<file path="src/rtl/dec_seq_pkg.sv">
// Shared definitions for the decrement sequencer: state encoding, default
// count width and prescaler width.
package dec_seq_pkg;

  // Default count width; matches the decrementor datapath width.
  localparam int CNT_W_DEF = 4;

  // Largest supported STEP_CYCLES value.
  localparam int STEP_MAX = 16;

  // Prescaler width sized for STEP_MAX (5 bits for 16).
  localparam int PRESC_W = $clog2(STEP_MAX) + 1;

  // Sequencer FSM states.
  typedef enum logic [1:0] {
    IDLE  = 2'd0,
    RUN   = 2'd1,
    PAUSE = 2'd2,
    DONE  = 2'd3
  } state_t;

endpackage

</file>
<file path="src/rtl/decrementor.sv">
// Combinational decrementor: o = inp - 1, built as a ripple-borrow chain.
// 0 wraps to all ones; the sequencer never presents 0 while stepping.
module decrementor #(
  parameter int W = 4
) (
  input  logic [W-1:0] inp,
  output logic [W-1:0] o
);

  // borrow[i] is set when every bit below i is zero.
  logic [W-1:0] borrow;

  assign borrow[0] = 1'b1;

  // Each bit flips while a borrow ripples into it.
  for (genvar gi = 0; gi < W; gi++) begin : g_bit
    assign o[gi] = inp[gi] ^ borrow[gi];
    if (gi < W - 1) begin : g_chain
      assign borrow[gi+1] = borrow[gi] & ~inp[gi];
    end
  end

endmodule

</file>
<file path="src/rtl/decrement_sequencer.sv">
// Timed countdown controller around the decrementor datapath.
// Start/busy/done handshake towards the host, one decrement every
// STEP_CYCLES clocks, with pause and abort.
// Optional feature macro: DECREMENT_SEQUENCER_AUTO_RELOAD_EN -- when defined,
// a completed countdown reloads the captured start value and runs again.
module decrement_sequencer
  import dec_seq_pkg::*;
#(
  parameter int CNT_W       = CNT_W_DEF,
  parameter int STEP_CYCLES = 1
) (
  input  logic             clk,
  input  logic             rst,
  input  logic             start,
  input  logic [CNT_W-1:0] load_val,
  input  logic             pause,
  input  logic             abort,
  output logic [CNT_W-1:0] count,
  output logic             busy,
  output logic             tick,
  output logic             done
);

  // Prescaler value on which a decrement is applied.
  localparam logic [PRESC_W-1:0] STEP_LAST = PRESC_W'(STEP_CYCLES - 1);

  state_t             state_reg, state_next;
  logic [CNT_W-1:0]   count_reg, count_next;
  logic [PRESC_W-1:0] presc_reg, presc_next;
  logic               tick_reg, tick_next;
  logic [CNT_W-1:0]   dec_count;

`ifdef DECREMENT_SEQUENCER_AUTO_RELOAD_EN
  logic [CNT_W-1:0]   shadow_reg, shadow_next;
`endif

  // Single datapath instance: the next count on a step is count - 1.
  decrementor #(.W(CNT_W)) u_dec (
    .inp (count_reg),
    .o   (dec_count)
  );

  // Next-state and next-value logic; abort outranks pause, pause outranks a step.
  always_comb begin
    state_next  = state_reg;
    count_next  = count_reg;
    presc_next  = presc_reg;
    tick_next   = 1'b0;
`ifdef DECREMENT_SEQUENCER_AUTO_RELOAD_EN
    shadow_next = shadow_reg;
`endif
    case (state_reg)
      IDLE: begin
        if (start) begin
          count_next = load_val;
          presc_next = '0;
          state_next = (load_val != '0) ? RUN : DONE;
`ifdef DECREMENT_SEQUENCER_AUTO_RELOAD_EN
          shadow_next = load_val;
`endif
        end
      end
      RUN: begin
        if (abort) begin
          state_next = IDLE;
        end else if (pause) begin
          state_next = PAUSE;
        end else if (presc_reg == STEP_LAST) begin
          count_next = dec_count;
          presc_next = '0;
          tick_next  = 1'b1;
          if (count_reg == CNT_W'(1)) begin
            state_next = DONE;
          end
        end else begin
          presc_next = presc_reg + 1'b1;
        end
      end
      PAUSE: begin
        // Resume keeps the frozen prescaler; the exit edge does not count.
        if (abort) begin
          state_next = IDLE;
        end else if (!pause) begin
          state_next = RUN;
        end
      end
      DONE: begin
`ifdef DECREMENT_SEQUENCER_AUTO_RELOAD_EN
        // Loop back with the captured value unless aborted or started from 0.
        if (!abort && shadow_reg != '0) begin
          state_next = RUN;
          count_next = shadow_reg;
          presc_next = '0;
        end else begin
          state_next = IDLE;
        end
`else
        state_next = IDLE;
`endif
      end
      default: state_next = IDLE;
    endcase
  end

  // State and datapath registers with synchronous reset.
  always_ff @(posedge clk) begin
    if (rst) begin
      state_reg  <= IDLE;
      count_reg  <= '0;
      presc_reg  <= '0;
      tick_reg   <= 1'b0;
`ifdef DECREMENT_SEQUENCER_AUTO_RELOAD_EN
      shadow_reg <= '0;
`endif
    end else begin
      state_reg  <= state_next;
      count_reg  <= count_next;
      presc_reg  <= presc_next;
      tick_reg   <= tick_next;
`ifdef DECREMENT_SEQUENCER_AUTO_RELOAD_EN
      shadow_reg <= shadow_next;
`endif
    end
  end

  assign count = count_reg;
  assign tick  = tick_reg;
  assign busy  = (state_reg == RUN) || (state_reg == PAUSE);
  assign done  = (state_reg == DONE);

endmodule

</file>
<file path="config.mk">
export PLATFORM = sky130hd
export DESIGN_NAME = decrement_sequencer
export DESIGN_NICKNAME = d
export VERILOG_FILES = /design/src/rtl/dec_seq_pkg.sv /design/src/rtl/decrementor.sv /design/src/rtl/decrement_sequencer.sv
export SDC_FILE = /design/constraint.sdc
export NUM_CORES = 1
export LEC_CHECK = 0
export CAP_MARGIN = 10
export CORE_UTILIZATION = 47
export DETAILED_ROUTE_END_ITERATION = 10
export GPL_TIMING_DRIVEN = 1
export PLACE_DENSITY = 0.74
export SYNTH_ARGS = -nofsm -noshare
export SYNTH_HDL_FRONTEND = slang
export SYNTH_SLANG_ARGS = --single-unit
</file>
<file path="constraint.sdc">
create_clock -name clk -period 2.4 [get_ports clk]
set_input_delay 0.48 -clock clk [delete_from_list [all_inputs] [get_ports clk]]
set_output_delay 0.48 -clock clk [all_outputs]
set_load 0.02 [all_outputs]
</file>
==> results_dict.tcl, run 1 <==
set metrics [dict create \
    num_vias 729 \
    synth_seq_cells 12 \
    dp_hpwl_um 1240 \
    cts_buffer_depth 2 \
    drc 0 \
    root_buffer "clkbuf_4" \
    seq_area_frac_synth_pct 30.5 \
    post-synth-top-area-fraction_pct 30.5 \
    setup_slack_ps 291 \
    numCtsBuffers 3 \
    hold_viol 0 \
    startpoint_type "flip-flop" \
    most-common-layout-cells "clkdlybuf4s50_1 (15), dfxtp_1 (12), inv_1 (9), ha_1 (9)" \
    drtIter0Drc 26 \
    clkTransAtPathRegs_ps 80 \
    setup-violations-final 0 \
    design.portCount 16 \
    postLayoutCoreUtil_pct 64.2 \
    cp_slowest_cell "clkdlybuf4s50_1" \
    fillerInstances 141 \
    reg2regPathDepth 6 \
    via_per_inst 5.70 \
    hold_class "reg2reg" \
    area_growth_syn_to_layout_pct 25.8 \
    drv_slew 0 \
    r2r_slack_ps 410 \
    wl_um 1620 \
    worstPathCellList "inv_1 -> ha_1 -> clkdlybuf4s50_1" \
    ys_warn_count 0 \
    dp_cells 124 \
    grt_max_degree 13 \
    numPortBuffers 15 \
    cts_sinks 12 \
    grt_pass1_vias 689 \
    globalRouteOverflowTotal 0 \
    total_power_mw 0.634 \
    end_kind "primary output" \
    core_area_um2 1540 \
    crit_arrival_ps 1630 \
    fin_area_um2 990 \
    timing.max_slew.rel_slack_pct 65.6 \
    dieArea_um2 1840 \
    worstPathRequired_ps 1920 \
    largest_reg_flops 5 \
    num_antenna_cells 0 \
    tightest_slew_ps 511 \
    syn-mean-instance-area_um2 8.37 \
    drive_above_1_share_pct 10.7 \
    rows 14 \
    routabilityCongestion 0.799 \
    dr.pass1.iters 4 \
    yosysUniqueCellTypes 34 \
    fmax_mhz 474 \
    synth_area_um2 787 \
    grt_first_pass_wirelength_um 2860 \
    clk_latency_ps 280 \
    cts_tree "built" \
    max_cap_viol_count 0 \
    hold_buffers 0 \
    syn_inst 94 \
    peakVddDrop_uv 510 \
    setup_tns_ps 0 \
    path_max_fanout 4 \
    crit_type "reg2out" \
    hold_ws_ps 495 \
    skew_ps 1.48 \
    die_h_um 42.9 \
    synth_nets 112 \
    powerDensity_nw_per_um2 640 \
    status "finished, final reports clean" \
    yosys.area.top_type "dfxtp_1" \
    antenna_found_initial 0 \
    start_util_pct 51.1 \
    max_stage_delay_ps 590 \
    post_drt_wl_per_cell_um 12.6 \
    rsz0062_at_grt "no" \
    netlist_top_cells_area "dfxtp_1 (31%), ha_1 (14%), a21oi_1 (5.1%)" \
    placed_cell_area_um2 953 \
    die_w_um 42.9 \
    grt_use_total_pct 21.1 \
    holdPathStages 2 \
    fin_nets 131 \
    final_common_cell "clkdlybuf4s50_1" \
    htreeDepth 1 \
    ant_nets 0 \
    cts_resized 0 \
    period_minus_slack_ps 2110 \
    fin_crit_sh_pct 87.9 \
    power_leakage_nw 0.388 \
    place_ws_ps 201 \
    instances_no_fill 128 \
    postCtsSetupRepairBufs 0 \
]
-- kinds of logic after synthesis --
kind of cell / count (synthesis) / synth area share (%)
AOI/OAI and AO/OA: 27 / 21.8
buffers and inverters: 10 / 4.77
DFF: 12 / 30.5
muxes: 1 / 1.43
adders and majority gates: 9 / 14.3
and+or+nand+nor: 35 / 27.2
-- worst paths after layout --
path                                   start            to
worst max-delay path            state_reg[0]          busy
worst max register to register  state_reg[1]      count[0]
worst min-delay path            presc_reg[0]  presc_reg[0]
worst min register to register  presc_reg[0]  presc_reg[0]
-- where the power goes --
part / switching, mW / internal [mW] / leakage [nW]
sequential: 0.0159 / 0.217 / 0.0977
clock: 0.0789 / 0.0924 / 0.0210
combinational: 0.123 / 0.107 / 0.269
-- routing by layer --
metal	wire length, um	part of all wire (%)	track usage [%]
met1	725	45	25.2
met2	807	50	34.5
met3	64	4.0	7.66
met4	21	1.3	7.50
met5	0	0	0
-- cell usage after synthesis, drive strengths merged --
library cell	instances
dfxtp	12
a21oi	9
ha	9
inv	9
nand2	8
o21ai	8
nor2	6
nand3	5
nor2b	2
nor3	2
nor3b	2
o21a	2
or3	2
a21o	1
a221oi	1
a2bb2oi	1
and2b	1
and3	1
clkbuf	1
mux2	1
nand2b	1
nand4b	1
nor4	1
nor4b	1
o211ai	1
o22ai	1
o311a	1
o32ai	1
o41ai	1
or2	1
or4	1
-- final cells by class --
class / instances / area (um^2) / area share [%]
timing repair buffer: 15 / 150 / 15.2
tap: 16 / 20.0 / 2.02
inverter: 9 / 33.8 / 3.41
sequential: 12 / 240 / 24.3
clock buffer: 4 / 36.3 / 3.67
multi-input combinational: 72 / 509 / 51.5
-- worst max-delay path, delay by kind of cell, from the launching register on --
family     cells  cell delay (ps)
fa+ha+maj      1              280
buf+inv        2              670
flops          1              400
(Power assumes the default switching activity.)
==> run 2, diff against run 1 <==
--- a/config.mk
+++ b/config.mk
@@ -7,8 +7,8 @@
 export LEC_CHECK = 0
 export CAP_MARGIN = 10
 export CORE_UTILIZATION = 47
+export CTS_BUF_LIST = sky130_fd_sc_hd__clkbuf_4 sky130_fd_sc_hd__clkbuf_8 sky130_fd_sc_hd__clkbuf_16
 export DETAILED_ROUTE_END_ITERATION = 10
-export GPL_TIMING_DRIVEN = 1
 export PLACE_DENSITY = 0.74
 export SYNTH_ARGS = -nofsm -noshare
 export SYNTH_HDL_FRONTEND = slang
==> results of run 2 <==
Final layout, timing and power as in run 1 (identical DEF).
